--- config.mk ---
export PLATFORM = sky130hd
export DESIGN_NAME = ex_wb_pipe_reg_flat
export DESIGN_NICKNAME = d
export VERILOG_FILES = /design/src/rtl/ex_wb_pipe_reg_pkg.sv /design/src/rtl/ex_wb_pipe_reg_if.sv /design/src/rtl/ex_wb_pipe_reg_skid.sv /design/src/rtl/ex_wb_pipe_reg.sv /design/src/flat_wrapper.sv
export SDC_FILE = /design/constraint.sdc
export NUM_CORES = 1
export LEC_CHECK = 0
export CAP_MARGIN = 30
export CORE_AREA = 2 2 79 81
export DETAILED_ROUTE_END_ITERATION = 10
export DIE_AREA = 0 0 81 83
export GPL_ROUTABILITY_DRIVEN = 1
export PLACE_DENSITY = 0.87
export SETUP_SLACK_MARGIN = 0.02
export SLEW_MARGIN = 10
export SYNTH_ARGS = -nofsm -noshare
export SYNTH_HDL_FRONTEND = slang
export SYNTH_SLANG_ARGS = --single-unit
--- constraint.sdc ---
create_clock -name clock -period 2.03 [get_ports clock]
set_clock_uncertainty 0.1 [all_clocks]
set_input_delay 0.406 -clock clock [delete_from_list [all_inputs] [get_ports clock]]
set_output_delay 0.406 -clock clock [all_outputs]
set_load 0.005 [all_outputs]
--- src/rtl/ex_wb_pipe_reg_pkg.sv ---
// ex_wb_pkg
// Shared definitions for the EX/WB pipeline register slice.
//   - Default widths for the ALU/Rs data path, destination register index
//     and the stall-cycle counter.
//   - ex_wb_payload_t: the packed beat carried from EX to WB, at the
//     default widths. The top level declares an equivalent struct at its
//     own parameter values.
//   - payload_width(): bit width of one packed beat for given widths.
package ex_wb_pkg;

  localparam int DATA_W_DEF     = 8;
  localparam int REG_ADDR_W_DEF = 3;
  localparam int CNT_W_DEF      = 16;

  typedef struct packed {
    logic [DATA_W_DEF-1:0]     alu;
    logic [DATA_W_DEF-1:0]     rs_data;
    logic [REG_ADDR_W_DEF-1:0] rd;
    logic                      write_mux;
    logic                      reg_write;
  } ex_wb_payload_t;

  // Field order matches ex_wb_payload_t: ALU, Rsdata, Rd, write_mux, regWrite.
  function automatic int payload_width(input int data_w, input int reg_addr_w);
    return 2 * data_w + reg_addr_w + 2;
  endfunction

endpackage

--- src/rtl/ex_wb_pipe_reg_if.sv ---
// ex_wb_pipe_reg_if
// Bundles every EX-side, WB-side and hazard-side signal of the EX/WB
// pipeline register.
//   EX side : in_valid, in_ready, ALU_out, Rsdata_in, Rd_in,
//             write_mux_in, regWrite_in
//   WB side : out_valid, out_ready, ALU_WB_out, Rsdata_out, Rd_out,
//             write_mux_out, regWrite_out
//   Hazard  : fwd_valid, fwd_rd, fwd_data
//   Status  : stall_cnt
// Modports:
//   master : the pipeline register itself
//   slave  : the surrounding EX/WB/hazard logic (or a testbench)
interface ex_wb_pipe_reg_if
  import ex_wb_pkg::*;
#(
  parameter int DATA_W     = DATA_W_DEF,
  parameter int REG_ADDR_W = REG_ADDR_W_DEF,
  parameter int CNT_W      = CNT_W_DEF
);

  logic                  in_valid;
  logic                  in_ready;
  logic [DATA_W-1:0]     ALU_out;
  logic [DATA_W-1:0]     Rsdata_in;
  logic [REG_ADDR_W-1:0] Rd_in;
  logic                  write_mux_in;
  logic                  regWrite_in;

  logic                  out_valid;
  logic                  out_ready;
  logic [DATA_W-1:0]     ALU_WB_out;
  logic [DATA_W-1:0]     Rsdata_out;
  logic [REG_ADDR_W-1:0] Rd_out;
  logic                  write_mux_out;
  logic                  regWrite_out;

  logic                  fwd_valid;
  logic [REG_ADDR_W-1:0] fwd_rd;
  logic [DATA_W-1:0]     fwd_data;

  logic [CNT_W-1:0]      stall_cnt;

  modport master (
    input  in_valid, ALU_out, Rsdata_in, Rd_in, write_mux_in, regWrite_in,
    output in_ready,
    output out_valid, ALU_WB_out, Rsdata_out, Rd_out, write_mux_out, regWrite_out,
    input  out_ready,
    output fwd_valid, fwd_rd, fwd_data,
    output stall_cnt
  );

  modport slave (
    output in_valid, ALU_out, Rsdata_in, Rd_in, write_mux_in, regWrite_in,
    input  in_ready,
    input  out_valid, ALU_WB_out, Rsdata_out, Rd_out, write_mux_out, regWrite_out,
    output out_ready,
    input  fwd_valid, fwd_rd, fwd_data,
    input  stall_cnt
  );

endinterface

--- src/rtl/ex_wb_pipe_reg_skid.sv ---
// ex_wb_skid_buffer
// Two-slot valid/ready register stage. The main slot drives the outputs;
// the skid slot catches the one beat that can arrive after the consumer
// stops, so in_ready can be a plain flop with no path from out_ready.
// Ports:
//   clock, reset (sync, active-low), flush (sync)
//   in_valid / in_ready / in_data   : upstream handshake + payload
//   out_valid / out_ready / out_data: downstream handshake + payload
module ex_wb_skid_buffer #(
  parameter int WIDTH = 8
) (
  input  logic             clock,
  input  logic             reset,
  input  logic             flush,
  input  logic             in_valid,
  output logic             in_ready,
  input  logic [WIDTH-1:0] in_data,
  output logic             out_valid,
  input  logic             out_ready,
  output logic [WIDTH-1:0] out_data
);

  logic             main_valid_q, main_valid_n;
  logic             skid_valid_q, skid_valid_n;
  logic             in_ready_q;
  logic [WIDTH-1:0] main_data_q, main_data_n;
  logic [WIDTH-1:0] skid_data_q, skid_data_n;
  logic             accept;
  logic             emit;

  // in_ready_q is always !skid_valid_q, so an accept never coincides with a
  // full skid slot and neither slot can be overwritten while valid.
  always_comb begin
    main_valid_n = main_valid_q;
    skid_valid_n = skid_valid_q;
    main_data_n  = main_data_q;
    skid_data_n  = skid_data_q;
    accept       = in_valid && in_ready_q;
    emit         = main_valid_q && out_ready;
    if (emit) begin
      if (skid_valid_q) begin
        main_data_n  = skid_data_q;
        skid_valid_n = 1'b0;
      end else if (accept) begin
        main_data_n = in_data;
      end else begin
        main_valid_n = 1'b0;
      end
    end else if (accept) begin
      if (!main_valid_q) begin
        main_valid_n = 1'b1;
        main_data_n  = in_data;
      end else begin
        skid_valid_n = 1'b1;
        skid_data_n  = in_data;
      end
    end
  end

  // Reset clears everything; flush only drops the valid bits (stale payload
  // is harmless once out_valid is low). in_ready is registered from the
  // next skid state.
  always_ff @(posedge clock) begin
    if (!reset) begin
      main_valid_q <= 1'b0;
      skid_valid_q <= 1'b0;
      in_ready_q   <= 1'b1;
      main_data_q  <= '0;
      skid_data_q  <= '0;
    end else if (flush) begin
      main_valid_q <= 1'b0;
      skid_valid_q <= 1'b0;
      in_ready_q   <= 1'b1;
    end else begin
      main_valid_q <= main_valid_n;
      skid_valid_q <= skid_valid_n;
      in_ready_q   <= !skid_valid_n;
      main_data_q  <= main_data_n;
      skid_data_q  <= skid_data_n;
    end
  end

  assign in_ready  = in_ready_q;
  assign out_valid = main_valid_q;
  assign out_data  = main_data_q;

endmodule

--- src/rtl/ex_wb_pipe_reg.sv ---
// ex_wb_pipe_reg
// EX/WB pipeline register with valid/ready handshake, two-entry skid
// buffer, synchronous flush, forwarding port and saturating stall counter.
// Ports:
//   clock : single clock, posedge
//   reset : synchronous, active-low
//   flush : synchronous discard of both held beats
//   bus   : ex_wb_pipe_reg_if.master -- EX handshake/payload, WB
//           handshake/payload, fwd_valid/fwd_rd/fwd_data, stall_cnt
module ex_wb_pipe_reg
  import ex_wb_pkg::*;
#(
  parameter int DATA_W     = DATA_W_DEF,
  parameter int REG_ADDR_W = REG_ADDR_W_DEF,
  parameter int CNT_W      = CNT_W_DEF
) (
  input logic               clock,
  input logic               reset,
  input logic               flush,
  ex_wb_pipe_reg_if.master  bus
);

  localparam int PAYLOAD_W = payload_width(DATA_W, REG_ADDR_W);

  typedef struct packed {
    logic [DATA_W-1:0]     alu;
    logic [DATA_W-1:0]     rs_data;
    logic [REG_ADDR_W-1:0] rd;
    logic                  write_mux;
    logic                  reg_write;
  } payload_t;

  payload_t             in_payload;
  payload_t             out_payload;
  logic [PAYLOAD_W-1:0] out_bits;
  logic                 out_valid;
  logic [CNT_W-1:0]     stall_cnt_q;

  assign in_payload = '{alu:       bus.ALU_out,
                        rs_data:   bus.Rsdata_in,
                        rd:        bus.Rd_in,
                        write_mux: bus.write_mux_in,
                        reg_write: bus.regWrite_in};

  ex_wb_skid_buffer #(.WIDTH(PAYLOAD_W)) skid (
    .clock     (clock),
    .reset     (reset),
    .flush     (flush),
    .in_valid  (bus.in_valid),
    .in_ready  (bus.in_ready),
    .in_data   (in_payload),
    .out_valid (out_valid),
    .out_ready (bus.out_ready),
    .out_data  (out_bits)
  );

  assign out_payload = out_bits;

  assign bus.out_valid     = out_valid;
  assign bus.ALU_WB_out    = out_payload.alu;
  assign bus.Rsdata_out    = out_payload.rs_data;
  assign bus.Rd_out        = out_payload.rd;
  assign bus.write_mux_out = out_payload.write_mux;
  assign bus.regWrite_out  = out_payload.reg_write;

  // Forwarding looks only at the registered main slot, never the live input.
  assign bus.fwd_valid = out_valid && out_payload.reg_write;
  assign bus.fwd_rd    = out_payload.rd;
  assign bus.fwd_data  = out_payload.write_mux ? out_payload.rs_data : out_payload.alu;

  // Counts cycles where WB holds a beat it is not taking; sticks at all-ones.
  always_ff @(posedge clock) begin
    if (!reset) begin
      stall_cnt_q <= '0;
    end else if (out_valid && !bus.out_ready && (stall_cnt_q != '1)) begin
      stall_cnt_q <= stall_cnt_q + 1'b1;
    end
  end

  assign bus.stall_cnt = stall_cnt_q;

endmodule

--- src/flat_wrapper.sv ---
// flat-port wrapper written by rule: the top's interface ports become plain ports
module ex_wb_pipe_reg_flat import ex_wb_pkg::*;
#(
  parameter int DATA_W     = DATA_W_DEF,
  parameter int REG_ADDR_W = REG_ADDR_W_DEF,
  parameter int CNT_W      = CNT_W_DEF
)
  (clock, reset, flush, bus_in_valid, bus_ALU_out, bus_Rsdata_in, bus_Rd_in, bus_write_mux_in, bus_regWrite_in, bus_in_ready, bus_out_valid, bus_ALU_WB_out, bus_Rsdata_out, bus_Rd_out, bus_write_mux_out, bus_regWrite_out, bus_out_ready, bus_fwd_valid, bus_fwd_rd, bus_fwd_data, bus_stall_cnt);
  ex_wb_pipe_reg_if #(.DATA_W(DATA_W), .REG_ADDR_W(REG_ADDR_W), .CNT_W(CNT_W)) bus_i ();
  input logic clock;
  input logic reset;
  input logic flush;
  input wire logic [$bits(bus_i.in_valid)-1:0] bus_in_valid;
  input wire logic [$bits(bus_i.ALU_out)-1:0] bus_ALU_out;
  input wire logic [$bits(bus_i.Rsdata_in)-1:0] bus_Rsdata_in;
  input wire logic [$bits(bus_i.Rd_in)-1:0] bus_Rd_in;
  input wire logic [$bits(bus_i.write_mux_in)-1:0] bus_write_mux_in;
  input wire logic [$bits(bus_i.regWrite_in)-1:0] bus_regWrite_in;
  output wire logic [$bits(bus_i.in_ready)-1:0] bus_in_ready;
  output wire logic [$bits(bus_i.out_valid)-1:0] bus_out_valid;
  output wire logic [$bits(bus_i.ALU_WB_out)-1:0] bus_ALU_WB_out;
  output wire logic [$bits(bus_i.Rsdata_out)-1:0] bus_Rsdata_out;
  output wire logic [$bits(bus_i.Rd_out)-1:0] bus_Rd_out;
  output wire logic [$bits(bus_i.write_mux_out)-1:0] bus_write_mux_out;
  output wire logic [$bits(bus_i.regWrite_out)-1:0] bus_regWrite_out;
  input wire logic [$bits(bus_i.out_ready)-1:0] bus_out_ready;
  output wire logic [$bits(bus_i.fwd_valid)-1:0] bus_fwd_valid;
  output wire logic [$bits(bus_i.fwd_rd)-1:0] bus_fwd_rd;
  output wire logic [$bits(bus_i.fwd_data)-1:0] bus_fwd_data;
  output wire logic [$bits(bus_i.stall_cnt)-1:0] bus_stall_cnt;
  assign bus_i.in_valid = bus_in_valid;
  assign bus_i.ALU_out = bus_ALU_out;
  assign bus_i.Rsdata_in = bus_Rsdata_in;
  assign bus_i.Rd_in = bus_Rd_in;
  assign bus_i.write_mux_in = bus_write_mux_in;
  assign bus_i.regWrite_in = bus_regWrite_in;
  assign bus_in_ready = bus_i.in_ready;
  assign bus_out_valid = bus_i.out_valid;
  assign bus_ALU_WB_out = bus_i.ALU_WB_out;
  assign bus_Rsdata_out = bus_i.Rsdata_out;
  assign bus_Rd_out = bus_i.Rd_out;
  assign bus_write_mux_out = bus_i.write_mux_out;
  assign bus_regWrite_out = bus_i.regWrite_out;
  assign bus_i.out_ready = bus_out_ready;
  assign bus_fwd_valid = bus_i.fwd_valid;
  assign bus_fwd_rd = bus_i.fwd_rd;
  assign bus_fwd_data = bus_i.fwd_data;
  assign bus_stall_cnt = bus_i.stall_cnt;
  ex_wb_pipe_reg #(.DATA_W(DATA_W), .REG_ADDR_W(REG_ADDR_W), .CNT_W(CNT_W)) u_core (.clock(clock), .reset(reset), .flush(flush), .bus(bus_i));
endmodule
==> metrics.md <==
| Metric | Value |
|---|---|
| Status | completed |
| Die Wd | 81 um |
| CTS sink count | 61 |
| Largest net degree at the start of global routing | 43 |
| Core area | 5820 um2 |
| Top-level port count | 77 |
| Fillers | 441 |
| Nets | 428 |
| ANT nets after route | 0 |
| Detailed Route Iter0 Violations | 133 |
| Syn_nets | 342 |
| Post-DP HPWL | 5170 um |
| Initial antenna violation count | 0 |
| Clk_lat worst skew | 340 ps |
| Worst Max-Slew Pin Slew | 516 ps |
| Post-synth top area share | 44.3% |
| Clk pwr share | 42.4% |
| CP top delay family | simple AND/OR/NAND/NOR gates |
| Seq/Total Area, Yosys | 44.3% |
| Post-Route WL | 7400 um |
| Synth area leaders | dfxtp_1, mux2i_1, nand2_1 |
| Post-CTS Setup Bufs | 0 |
| Critical path arrival | 2160 ps |
| Via count of the routed design | 2665 |
| Period minus WS final | 1980 ps |
| CP endpoint kind | register |
| Die Ht | 83 um |
| Layout cells sized above 1 | 15.3% |
| Global-route wire length before repair | 12000 um |
| Psw | 659 uW |
| Mean Syn Cell Area | 8.77 um2 |
| Total Routing Usage GR | 22.7% |
| Worst-case clock buffer depth | 2 |
| PwrDens | 703 nW/um2 |
| Relative max-transition margin | 65.3% |
| Combinational Power Share | 11.9% |
| Final worst-path cycle share | 97.7% |
| Slowest CP cell | or4_4 |
| Remaining Overflow, GRT | 0 |
| Drt pass-1 iters | 5 |
| Max-cap violations | 0 |
| Number of buffers added on ports | 76 |
| Area leader, netlist | dfxtp_1 |
| Reg power frac | 45.7% |
| Maximum vdd drop | 0.000444 V |
| Row count | 28 |
| Worst path bufs/invs | 1 |
| Syn Inst Count | 314 |
| Hold_ws | 354 ps |
| Reg area | 1230 um2 |
| Slew Limit Fails | 0 |
| Crit path largest cell delay | 560 ps |
| Initial core utilization | 47.4% |
| Synth warn | 0 |
| Die area | 6720 um2 |
| Non-Filler Instances | 480 |
| Setup violators final | 0 |
| Final Hold Vio Count | 0 |
| Crit-path max FO | 5 |
| Crit-path cells | clkdlybuf4s50_1, nand2b_4, or4_4, or4_1, a21oi_2 |
| CTS hold repair buffers | 0 |
| Mapped Area | 2750 um2 |
| Sw Ratio | 23.8% |
| CTS resizes | 11 |
| Pint | 2.11 mW |
| Post-placement cell count | 464 |
| Area growth syn-to-layout | 43.1% |
| CP required | 2200 ps |
| RSZ-0062 raised after global routing | yes |
| CTS tree | built |
| Multi-input gate area | 1430 um2 |
| Via/cell ratio | 5.55 |
| # DRC | 0 |
| GPL Wtd Cong | 0.811 |
| N_diodes | 0 |
| LEAKAGE | 1.54 nW |
| Number of synthesized register bits | 61 |
| Post-synth cell types | 41 |
| Per-cell routed wire length | 15.4 um |
| Fmax | 504 MHz |
| Worst Hold Class | reg -> reg |
| Setup CP Type | in -> reg |
| Startpoint Class | input pin |
| Clock-pin slew on the worst setup and hold paths | 70 ps |
| Num CTS Buffers | 9 |
| H-Tree Depth | 3 |
| Root Driver | clkbuf_8 |
| Vias in the first global route | 2614 |
[synthesized netlist by cell type]
cell type	instances
o41ai_1	2
nor2_1	23
dfxtp_1	61
mux2_2	8
nand2b_4	1
nor4_2	1
nand3b_1	1
nand2_1	52
nor3_1	1
a21oi_1	33
buf_4	3
or4_4	1
o21ai_0	6
o311ai_0	2
clkbuf_2	2
nand2b_1	3
mux2i_1	23
nor4_1	3
inv_2	1
inv_1	5
or2_2	1
ha_1	2
or4_1	6
and2_1	2
nor4bb_1	1
nand3_2	1
a31oi_1	1
nor3_2	2
nand4_1	5
or3b_2	1
and4_1	2
nand4b_2	1
or3_1	4
a211oi_1	21
clkbuf_1	13
and3b_1	1
a22oi_1	1
nor2b_1	2
nand3_1	4
buf_2	5
o31ai_1	6
[cells by family after synthesis]
kind of cell	Yosys count	synth area share, %
flops	61	44.3
compound gates	72	16.2
mux	31	11.6
buf+inv	29	4.68
simple gates	119	22.2
fa+ha+maj	2	0.909
[cell usage in the layout (no fill, tap or decap), drive strengths merged, types with 5 or more instances in the layout]
| cell type | Yosys | final |
|---|---|---|
| clkdlybuf4s50 | 0 | 68 |
| dfxtp | 61 | 61 |
| nand2 | 52 | 52 |
| a21oi | 33 | 33 |
| nor2 | 23 | 23 |
| mux2i | 23 | 23 |
| buf | 8 | 22 |
| a211oi | 21 | 21 |
| clkbuf | 15 | 9 |
| mux2 | 8 | 8 |
| dlygate4sd2 | 0 | 8 |
| or4 | 7 | 7 |
| o31ai | 6 | 6 |
| o21ai | 6 | 6 |
| inv | 6 | 6 |
| nand4 | 5 | 5 |
| nand3 | 5 | 5 |
[final timing paths]
path / start / end / slack (ps) / cells after the start
max: bus_out_ready / u_core.bus.stall_cnt[10]$_SDFFE_PN0P_ / 50 / 5
min: u_core.skid.skid_data_q[16]$_SDFFE_PN0P_ / u_core.skid.skid_data_q[16]$_SDFFE_PN0P_ / 350 / 2
max reg2reg: u_core.bus.stall_cnt[0]$_SDFFE_PN0P_ / u_core.bus.stall_cnt[10]$_SDFFE_PN0P_ / 120 / 5
min reg2reg: u_core.skid.skid_data_q[16]$_SDFFE_PN0P_ / u_core.skid.skid_data_q[16]$_SDFFE_PN0P_ / 350 / 2
[per-layer routing]
layer / global-route usage [%] / up-vias / routed length (um)
li1: - / 1297 / -
met5: 0 / - / 0
met3: 4.35 / 18 / 339
met4: 11.9 / 0 / 225
met1: 27.5 / 1274 / 3140
met2: 37.5 / 76 / 3690
[worst register-to-register path, cell delays in order, from the launching register on]
cell	delay, ps
dfxtp_2	380
ha_1	230
nand2_1	110
or4_4	450
or4_1	430
a21oi_2	150
[through the flow]
step | setup WS [ps] | utilization [%] | power [mW] | instance area, um2 | TNS, ps
after floorplan | 255 | - | 1.42 | 2750 | 0
after global placement | -247 | 63.8 | 1.62 | 3710 | -4650
after detailed placement | -297 | 63.8 | 1.63 | 3710 | -5220
after CTS | 30.0 | 67.4 | 2.78 | 3920 | 0
after global routing | 9.19 | 67.7 | 2.87 | 3940 | 0
final | 45.7 | 67.7 | 2.77 | 3940 | 0
[flip-flops by register name (all words and copies together) (netlist names)]
| register | count |
|---|---|
| u_core.skid.out_data | 21 |
| u_core.skid.skid_data_q | 21 |
| u_core.bus.stall_cnt | 16 |
| u_core.skid.in_ready | 1 |
| u_core.skid.out_valid | 1 |
| u_core.skid.skid_valid_q | 1 |
[cell type report]
type / instances / share of cell area [%]
flip-flops and latches: 61 / 31.2
clock buffers: 9 / 3.14
inverters: 6 / 0.572
well taps: 75 / 2.38
repair buffers: 98 / 24.3
clock inverters: 7 / 2.29
multi-input cells: 224 / 36.2
[power groups by stage]
stage | clock [mW] | sequential, mW | combinational [mW]
after floorplan | 0 | 1.29 | 0.134
after global placement | 0 | 1.29 | 0.325
after detailed placement | 0 | 1.29 | 0.334
after CTS | 1.18 | 1.27 | 0.330
after global routing | 1.24 | 1.27 | 0.357
final | 1.17 | 1.27 | 0.330
(Power assumes the default switching activity.)
